## config.mk

```make
export PLATFORM = sky130hd
export DESIGN_NAME = cdc_req_arbiter
export DESIGN_NICKNAME = d
export VERILOG_FILES = /design/src/rtl/cdc_req_arbiter.sv
export SDC_FILE = /design/constraint.sdc
export NUM_CORES = 1
export LEC_CHECK = 0
export CELL_PAD_IN_SITES_DETAIL_PLACEMENT = 1
export CELL_PAD_IN_SITES_GLOBAL_PLACEMENT = 2
export CORE_UTILIZATION = 37
export CTS_CLUSTER_DIAMETER = 150
export CTS_CLUSTER_SIZE = 10
export DETAILED_ROUTE_END_ITERATION = 6
export DONT_BUFFER_PORTS = 1
export PLACE_DENSITY_LB_ADDON = 0.1
export SETUP_SLACK_MARGIN = 0.15
export SYNTH_ARGS = -nofsm -noshare
export SYNTH_HDL_FRONTEND = slang
export SYNTH_SLANG_ARGS = --single-unit
export TNS_END_PERCENT = 10
```

## constraint.sdc

```tcl
create_clock -name sclk -period 3.9 [get_ports sclk]
set_input_delay 1.17 -clock sclk [delete_from_list [all_inputs] [get_ports sclk]]
set_output_delay 1.17 -clock sclk [all_outputs]
set_load 0.02 [all_outputs]
```

## src/rtl/cdc_req_arbiter.sv

```systemverilog
// cdc_req_arbiter: round-robin sequencer that shares one sclk->dclk synchroniser channel.
// Define CDC_ARB_TIMEOUT_EN to build the WAIT_* watchdog that drives timeout_err.
module cdc_req_arbiter #(
  parameter int NREQ    = 4,
  parameter int WIDTH   = 32,
  parameter int ID_W    = 2,
  parameter int TIMEOUT = 1023
) (
  input  logic                  sclk,
  input  logic                  reset_n,
  input  logic [NREQ-1:0]       req,
  input  logic [NREQ*WIDTH-1:0] req_data,
  output logic [NREQ-1:0]       req_ack,
  output logic                  chan_start,
  output logic [WIDTH-1:0]      chan_data,
  output logic [ID_W-1:0]       chan_id,
  input  logic                  chan_busy,
  output logic                  arb_busy,
  output logic                  timeout_err
);

  typedef enum logic [1:0] {IDLE, WAIT_BUSY, WAIT_DONE} state_t;

  if (NREQ < 2 || NREQ > 16 || (2 ** ID_W) < NREQ || TIMEOUT < 1) begin : g_param_check
    $error("cdc_req_arbiter: illegal parameter combination");
  end

  state_t            state, state_nxt;
  logic [ID_W-1:0]   ptr, ptr_nxt;
  logic [ID_W-1:0]   grant_idx, grant_lo, grant_hi;
  logic              grant_found, found_hi;
  logic [WIDTH-1:0]  grant_data;
  logic [WIDTH-1:0]  chan_data_nxt;
  logic [ID_W-1:0]   chan_id_nxt, id_inc;
  logic [NREQ-1:0]   req_ack_nxt;
  logic              chan_start_nxt;
  logic              issue, done, expire;

  assign issue = (state == IDLE) && grant_found && !chan_busy;
  assign done  = (state == WAIT_DONE) && !chan_busy;

  // Rotating priority: the lowest requester at or above ptr wins, else the lowest overall.
  always_comb begin
    // NOTE: every comb output gets a default first so no path can infer a latch.
    grant_found = 1'b0;
    found_hi    = 1'b0;
    grant_lo    = '0;
    grant_hi    = '0;
    for (int i = NREQ - 1; i >= 0; i--) begin
      if (req[i]) begin
        grant_found = 1'b1;
        grant_lo    = ID_W'(i);
        if (ID_W'(i) >= ptr) begin
          found_hi = 1'b1;
          grant_hi = ID_W'(i);
        end
      end
    end
    grant_idx  = found_hi ? grant_hi : grant_lo;
    grant_data = '0;
    for (int i = 0; i < NREQ; i++) begin
      if (ID_W'(i) == grant_idx) grant_data = req_data[i*WIDTH +: WIDTH];
    end
  end

`ifdef CDC_ARB_TIMEOUT_EN
  localparam int CNT_W = $clog2(TIMEOUT + 1);

  logic [CNT_W-1:0] cnt;

  // Expiry yields to a normal completion landing on the same cycle.
  assign expire = (state != IDLE) && (cnt == CNT_W'(TIMEOUT - 1)) && !done;

  always_ff @(posedge sclk or negedge reset_n) begin
    if (!reset_n) begin
      cnt         <= '0;
      timeout_err <= 1'b0;
    end else begin
      timeout_err <= expire;
      if (issue)              cnt <= '0;
      else if (state != IDLE) cnt <= cnt + CNT_W'(1);
    end
  end
`else
  assign expire      = 1'b0;
  assign timeout_err = 1'b0;
`endif

  // State register and all registered outputs.
  always_ff @(posedge sclk or negedge reset_n) begin
    if (!reset_n) begin
      state      <= IDLE;
      ptr        <= '0;
      // NOTE: the data/id holding registers are reset too, so outputs read 0 straight out of reset.
      chan_data  <= '0;
      chan_id    <= '0;
      chan_start <= 1'b0;
      req_ack    <= '0;
      arb_busy   <= 1'b0;
    end else begin
      // NOTE: non-blocking assignments so every register samples pre-edge values.
      state      <= state_nxt;
      ptr        <= ptr_nxt;
      chan_data  <= chan_data_nxt;
      chan_id    <= chan_id_nxt;
      chan_start <= chan_start_nxt;
      req_ack    <= req_ack_nxt;
      arb_busy   <= (state_nxt != IDLE);
    end
  end

  // Next-state logic.
  always_comb begin
    state_nxt = state;
    case (state)
      IDLE:      if (issue) state_nxt = WAIT_BUSY;
      WAIT_BUSY: begin
        if (expire)         state_nxt = IDLE;
        else if (chan_busy) state_nxt = WAIT_DONE;
      end
      WAIT_DONE: if (done || expire) state_nxt = IDLE;
      default:   state_nxt = IDLE;
    endcase
  end

  // Output logic: next values of the registered outputs and the round-robin pointer.
  always_comb begin
    id_inc         = (chan_id == ID_W'(NREQ - 1)) ? '0 : chan_id + ID_W'(1);
    ptr_nxt        = (done || expire) ? id_inc : ptr;
    chan_data_nxt  = issue ? grant_data : chan_data;
    chan_id_nxt    = issue ? grant_idx : chan_id;
    chan_start_nxt = issue;
    req_ack_nxt    = '0;
    for (int i = 0; i < NREQ; i++) begin
      req_ack_nxt[i] = issue && (ID_W'(i) == grant_idx);
    end
  end

endmodule
```

# == After elaboration in Yosys (flattened, before gate mapping) ==
# Index checks and enable logic that the tools add are counted.
# word_totals
in_bits,135
word_cells,63
output_inout_bits,41
ff_bits,44
# op_classes
add_sub_neg,1
n_reduce_logical,11
magnitude_cmp,4
eq_ne,6
muxes,34
# ops
cell,n
two-way mux 32 bit,4
two-way mux 2 bit,17
two-way mux 1 bit,12
logical AND 1 bit,7
case mux 2 bit (3 select lines),1
== test 2 bit (first input constant),2
== test 2 bit (second input constant),2
greater-or-equal comparator 1 x 2 -> 1 bit (first input constant),2
greater-or-equal comparator 2 bit (first input constant),2
zero test 2 bit,2
adder 2 x 1 -> 2 bit (second input constant),1
== test 1 x 2 -> 1 bit (first input constant),1
== test 2 x 1 -> 1 bit (second input constant),1
nonzero test 2 bit,1
zero test 1 bit,1

# == Logic depth before layout (Yosys ltp) ==
# Gate-level depths: netlist (run 1).
# depth
depth_word,15
mapped_depth,8
depth_no_buf,5

# == Worst setup path after synthesis (run 1) ==
# OpenSTA, ideal clock, no wires.
# synth_path
path_kind,in2reg
start,input req[1]
end,register chan_data[22]
arrival_time_ns,2.311
path_buffers,1
t_required_ns,3.778
setup_slack_ns,1.467
stages,6
setup_ns,0.122
cell_sequence,mux2_4 -> o221ai_4 -> buf_4 -> mux2_2 -> nor2_1 -> o21ai_1
# synth_via
elab_chain_len,9
elab_cells_between_ends,21
cone_classes,3 x eq/ne; 15 x mux; 3 x reduce/logical
# synth_lines
element,line,text
from (decl),11,"input logic [NREQ-1:0] req,"
two-way mux 2 bit or two-way mux 1 bit (tied branches),50,if (req[i]) begin
two-way mux 2 bit or two-way mux 1 bit (tied branches),53,if (ID_W'(i) >= ptr) begin
two-way mux 2 bit or two-way mux 1 bit (tied branches),50,
two-way mux 2 bit,59,grant_idx = found_hi ? grant_hi : grant_lo;
zero test 2 bit,62,if (ID_W'(i) == grant_idx) grant_data = req_data[i*WIDTH +: WIDTH];
two-way mux 32 bit (4 in a row),62,
to (signal assigned),104,chan_data <= chan_data_nxt;
to (decl),15,"output logic [WIDTH-1:0] chan_data,"
# Several ways; a longest one is shown, not always the timed one.
# A chain may end at the register's enable or synchronous reset.

# == Worst setup path in the final report (run 1) ==
# Ends and elaborated chain as after synthesis.

==> results of run 1 <==
-- stage by stage --
stage	worst slack, ns	hold WS, ns
after global routing	1.04	0.513
after CTS	1.15	0.525
after global placement	0.838	0.487
after detailed placement	0.821	0.507
final	1.16	0.523
after floorplan	1.47	0.456
-- synthesized netlist by cell type, types with 2 or more instances --
cell      count  area (µm²)
dfrtp_1      44        1100
nand2_1      33         124
mux2_1        4        45.0
o211ai_1     22         165
nand2b_1      2        12.5
nor2_1       13        48.8
inv_1        29         109
clkbuf_1      8        30.0
mux2_2        4        45.0
o221ai_1     28         245
a211oi_1     28         210
a21oi_1      30         150
buf_6         4        45.0
buf_1         3        11.3
o21ai_1      11        55.1
and2_1       28         175
o32ai_1       4        35.0
o21ai_0      19        95.1
buf_4         7        52.6
a21o_1        2        15.0
buf_2        14        70.1
-- worst min path at each step --
stage	from	endpoint	slack, ns	cells after the start
after floorplan	state[1]$_DFF_PN0_	state[0]$_DFF_PN0_	0.46	1
after global placement	state[1]$_DFF_PN0_	state[0]$_DFF_PN0_	0.49	1
after detailed placement	state[1]$_DFF_PN0_	state[0]$_DFF_PN0_	0.51	1
after CTS	state[1]$_DFF_PN0_	state[0]$_DFF_PN0_	0.52	1
after global routing	reset_n	chan_start$_DFF_PN0_	0.51	0
final	state[1]$_DFF_PN0_	state[0]$_DFF_PN0_	0.52	1
-- layout make-up --
type	instances	area, µm²
Fill cell	946	4700
Sequential cell	44	1100
Clock buffer	5	68.8
Timing Repair Buffer	10	75.1
Multi-Input combinational cell	250	1650
Clock inverter	3	47.5
Tap cell	102	128
Inverter	30	118
-- registers in the layout, indices dropped and copies added (netlist names) --
register	flops
arb_busy	1
chan_start	1
state	2
chan_data	32
chan_id	2
ptr	2
req_ack	4
-- power by group through the flow --
stage | Clock [W] | Combinational [W] | Sequential (W)
final | 0.000379 | 0.000845 | 0.00105
after global routing | 0.000405 | 0.000962 | 0.00108
after CTS | 0.000387 | 0.000857 | 0.00105
after detailed placement | 0 | 0.000854 | 0.00106
after global placement | 0 | 0.000837 | 0.00105
after floorplan | 0 | 0.000725 | 0.000977
-- per-layer routing --
metal  up-vias  global-route usage
met5         -                   0
met4         0              0.0551
met3         9              0.0789
met2       109               0.377
met1      1401               0.305
li1       1276                   -
-- logic make-up after synthesis --
family | after synthesis | share of synthesized area
adders and majority gates | 1 | 0.00407
buffers and inverters | 66 | 0.106
AOI/OAI and AO/OA | 150 | 0.344
other | 1 | 0.00122
and+or+nand+nor | 87 | 0.146
xor gates and xnor gates | 2 | 0.00570
muxes | 9 | 0.0342
DFF | 44 | 0.358
==> run_results.csv, run 1 <==
group,metric,value,unit
run_status,status,"finished clean",
route,ant_nets,0,
power_and_ir_drop,p_clk_frac,0.167,
clocking,cts-hold-fix-buffers,0,
setup_path,startpoint_type,"input port",
global_routing,gr-total-overflow,0,
floorplan,floorplan.initialDensity,0.390,
setup_path,slowest_stage,"o221ai_4",
finish,layout_common_cells,"44 x dfrtp_1, 33 x nand2_1, 30 x a21oi_1",
finish,drive_gt1_frac,0.0877,
synthesis,yosys_warnings,0,
synthesis,synthDistinctLibCells,44,
global_routing,antenna_found_initial,0,
sta,finalSetupViolCount,0,
sta,tns,0,ns
setup_path,crit_arrival,2.94,ns
synthesis,synth_ff_type,"dfrtp_1",
route,first_iter_violations,73,
synthesis,seq_area_frac_synth,0.358,
route,wl_met3,868,µm
setup_path,crit_start,"req[1]",
setup_path,endpoint,"chan_data[22]$_DFFE_PN0N_",
sta,fin_worst_skew,0.00902,ns
route,highest_layer,"met4",
sta,rsz0062_at_grt,"false",
power_and_ir_drop,power_density,713,nW/µm²
clocking,post-cts-setup-buffers,0,
power_and_ir_drop,ir_worst_vdd,0.000289,V
floorplan,die_h,93.2,µm
setup_path,crit_required,4.10,ns
floorplan,dieArea,8680,µm²
flow_run,drv_cap,0,
floorplan,core,7890,µm²
finish,mostFrequentLayoutCell,"dfrtp_1",
placed_design,dpl-instance-area,3070,µm²
synthesis,mappedNetlistArea,3070,µm²
power_and_ir_drop,seqPwrFrac,0.461,
power_and_ir_drop,p_total,0.00227,W
route,routedWlPerCell,22.8,µm
sta,min_period,2.74,ns
finish,syn_to_final_growth,3.62,%
setup_path,critical-path-top-delay-family,"compound AO/OA/AOI/OAI gates",
finish,design_area,3190,µm²
setup_path,r2r_slack,1.38,ns
route,num_vias,2795,
clocking,cts_buffers,5,
clocking,cts_tree,"built",
route,firstDrtPassIters,4,
clocking,clock-sinks,44,
route,finalWirelength,10100,µm
synthesis,synth_fp_nets,496,
placed_design,dpl.hpwl,7100,µm
sta,max_freq,0.365,GHz
floorplan,io_pins,176,
setup_path,regToRegEndpoint,"chan_data[22]$_DFFE_PN0N_",
synthesis,synth-edff-count,0,
setup_path,crit-reg2reg-launch,"ptr[1]$_DFFE_PN0P_",
power_and_ir_drop,p_leak,1.26,nW
finish,final_cells,444,
placed_design,gp_congestion,0.737,
clocking,clock_latency,0.31,ns
setup_path,crit_buf_inv,1,
route,drc,0,
global_routing,grt_pass1_vias,2891,
synthesis,synth_seq_cells,44,
setup_path,worstPathMaxFanout,29,
finish,fin_nets,477,
finish,fin_util,0.404,
setup_path,ff2ff_path_depth,6,
floorplan,rows,32,
synthesis,syn_inst,360,
power_and_ir_drop,combPwrFrac,0.372,
power_and_ir_drop,sw_frac_of_total,0.484,
finish,antenna_cells,0,
clocking,clk_path_buf_depth,2,
setup_path,path_class,"in2reg",
clocking,htreeDepth,2,
sta,maxSlewViolCount,0,
placed_design,portBuffers,0,
synthesis,async_flop_share,1.00,
power_and_ir_drop,p_sw,0.00110,W
synthesis,syn_area_per_cell,8.54,µm²
route,wl_met1,4420,µm
route,via_per_inst,6.30,
setup_path,crit_path_max_incr_delay,0.67,ns
min_path,hp-class,"reg2reg",
sta,final_hold_viol_count,0,
global_routing,track_usage,0.235,
clocking,cts_resized,0,
global_routing,grt_max_degree,45,
floorplan,die_x,93.2,µm
sta,tightest_slew,0.836,ns
route,wl_met2,4730,µm
clocking,cts-root-buf,"clkbuf_8",
power_and_ir_drop,internal-power,0.00117,W
global_routing,grt_pass1_wl,15800,µm
clocking,clk_pin_slew_worst_paths,0.10,ns
sta,slew_headroom,0.442,
placed_design,dpl.cell_count,436,
setup_path,worstPathCellList,"mux2_4 -> o221ai_4 -> buf_4 -> mux2_2 -> nor2_1 -> o21ai_1",
sta,post-route-period-util,0.702,
setup_path,path_depth,6,
setup_path,crit_path_end_kind,"flop",
(Power assumes the default switching activity.)
==> run 2: changes to the inputs <==
--- a/config.mk
+++ b/config.mk
@@ -7,7 +7,7 @@
 export LEC_CHECK = 0
 export CELL_PAD_IN_SITES_DETAIL_PLACEMENT = 1
 export CELL_PAD_IN_SITES_GLOBAL_PLACEMENT = 2
-export CORE_UTILIZATION = 37
+export CORE_UTILIZATION = 31
 export CTS_CLUSTER_DIAMETER = 150
 export CTS_CLUSTER_SIZE = 10
 export DETAILED_ROUTE_END_ITERATION = 6
==> constraint.sdc (replaced) <==
create_clock -name sclk -period 2.3 [get_ports sclk]
set_input_delay 0.69 -clock sclk [delete_from_list [all_inputs] [get_ports sclk]]
set_output_delay 0.69 -clock sclk [all_outputs]
set_load 0.02 [all_outputs]
==> run 2 against run 1 <==
Critical path depth stayed put. Power grew 68%. Via count down 1.4%. Register-to-register slack got worse by 1.1 ns. Critical endpoint is now chan_data[2]$_DFFE_PN0N_. Worst hold slack worse by 0.46 ns. Combinational power rose by 82%. Largest power group unchanged. Die area is 19% higher. Worst setup slack lost 0.85 ns.
==> run_results.csv, run 2 (synthesis results as in run 1) <==
group,metric,value,unit
run_status,status,"finished clean",
global_routing,gr-total-overflow,0,
flow_run,drv_cap,0,
route,first_iter_violations,53,
power_and_ir_drop,p_total,0.00381,W
sta,fin_worst_skew,0.00759,ns
sta,final_hold_viol_count,0,
route,routedWlPerCell,21.9,µm
sta,min_period,1.99,ns
setup_path,crit_buf_inv,1,
sta,maxSlewViolCount,0,
global_routing,grt_pass1_vias,2878,
setup_path,crit_path_end_kind,"flop",
global_routing,grt_pass1_wl,16000,µm
sta,tns,0,ns
clocking,clk_path_buf_depth,2,
placed_design,pre_cts_ws,0.115,ns
sta,max_freq,0.503,GHz
clocking,htreeDepth,2,
floorplan,core,9420,µm²
power_and_ir_drop,power_density,1170,nW/µm²
finish,regMostFlops,"chan_data",
sta,post-route-period-util,0.865,
setup_path,worstPathMaxFanout,45,
sta,slew_headroom,0.661,
route,ant_nets,0,
sta,setup_ws,0.311,ns
clocking,clk_pin_slew_worst_paths,0.10,ns
finish,largest_reg_flops,32,
power_and_ir_drop,p_leak,1.27,nW
clocking,cts_buffers,5,
floorplan,io_pins,176,
floorplan,die_h,102,µm
finish,final_cells,474,
floorplan,dieArea,10300,µm²
setup_path,critical-path-top-delay-family,"compound AO/OA/AOI/OAI gates",
setup_path,crit_path_max_incr_delay,0.49,ns
placed_design,dpl.cell_count,466,
finish,drive_gt1_frac,0.0957,
power_and_ir_drop,ir_worst_vdd,0.000403,V
clocking,cts_resized,0,
clocking,cts-root-buf,"clkbuf_8",
route,finalWirelength,10400,µm
placed_design,portBuffers,0,
setup_path,regToRegEndpoint,"chan_data[2]$_DFFE_PN0N_",
setup_path,path_depth,6,
setup_path,crit_required,2.48,ns
setup_path,endpoint,"chan_data[2]$_DFFE_PN0N_",
finish,syn_to_final_growth,6.31,%
route,num_vias,2755,
finish,layout_common_cells,"44 x dfrtp_1, 33 x nand2_1, 30 x a21oi_1",
finish,mostFrequentLayoutCell,"dfrtp_1",
sta,rsz0062_at_grt,"false",
floorplan,die_x,102,µm
setup_path,startpoint_type,"flop",
global_routing,antenna_found_initial,0,
route,via_per_inst,5.81,
global_routing,track_usage,0.204,
floorplan,rows,35,
clocking,post-cts-setup-buffers,0,
sta,tightest_slew,0.508,ns
placed_design,gp_congestion,0.750,
clocking,clock-sinks,44,
setup_path,crit_arrival,2.17,ns
route,drc,0,
min_path,hp-class,"in2async",
setup_path,slowest_stage,"dfrtp_1",
sta,finalSetupViolCount,0,
route,firstDrtPassIters,4,
clocking,cts_tree,"built",
global_routing,grt_max_degree,46,
placed_design,dpl.hpwl,7320,µm
finish,fin_util,0.347,
clocking,cts-hold-fix-buffers,0,
setup_path,worstPathCellList,"mux2_4 -> o221ai_4 -> buf_12 -> a211oi_1 -> o221ai_1 -> o211ai_1",
clocking,clock_latency,0.31,ns
setup_path,r2r_slack,0.31,ns
setup_path,crit_start,"ptr[0]$_DFFE_PN0P_",
setup_path,path_class,"reg2reg",
floorplan,floorplan.initialDensity,0.327,
finish,top_regs,"chan_data x32, req_ack x4",
finish,antenna_cells,0,
setup_path,crit-reg2reg-launch,"ptr[0]$_DFFE_PN0P_",
finish,fin_nets,480,
setup_path,ff2ff_path_depth,6,
## run 2: report_power, final
part           internal [W]  leakage [nW]  switching [W]
sequential          0.00110         0.541       0.000654
clock              0.000216        0.0404       0.000308
combinational      0.000631         0.692       0.000904
## run 2: final cells by class
type | count | area [µm²]
clock buffers | 5 | 68.8
clock inverters | 3 | 23.8
fillers | 1113 | 6150
inverters | 30 | 118
multi-input cells | 250 | 1650
flip-flops and latches | 44 | 1100
well taps | 129 | 161
repair buffers | 13 | 148
## run 2: how the worst min path moves through the flow
stage	end	slack, ns	depth (start not counted)
floorplan	arb_busy$_DFF_PN0_	0.39	0
global placement	chan_data[0]$_DFFE_PN0N_	0.40	0
detailed placement	chan_data[0]$_DFFE_PN0N_	0.40	0
CTS	chan_data[0]$_DFFE_PN0N_	0.05	0
global route	chan_data[3]$_DFFE_PN0N_	0.03	0
finish	chan_data[0]$_DFFE_PN0N_	0.06	0
## run 2: worst register-to-register path, delay by kind of cell, from the launching register on
family,cells,cell delay (ns)
DFF,1,0.49
muxes,1,0.32
buffers and inverters,1,0.27
AOI/OAI and AO/OA,4,0.79
## run 2: layer usage
metal | part of all wire | up-vias | track usage
li1 | - | 1281 | -
met1 | 0.44 | 1350 | 0.263
met2 | 0.46 | 114 | 0.335
met3 | 0.079 | 10 | 0.0594
met4 | 0.012 | 0 | 0.0468
met5 | 0 | - | 0
## run 2: through the flow
stage	area (µm²)	hold slack (ns)
final	3270	0.0627
after global routing	3270	0.0338
after CTS	3270	0.0528
after detailed placement	3180	0.395
after global placement	3180	0.395
after floorplan	3070	0.394
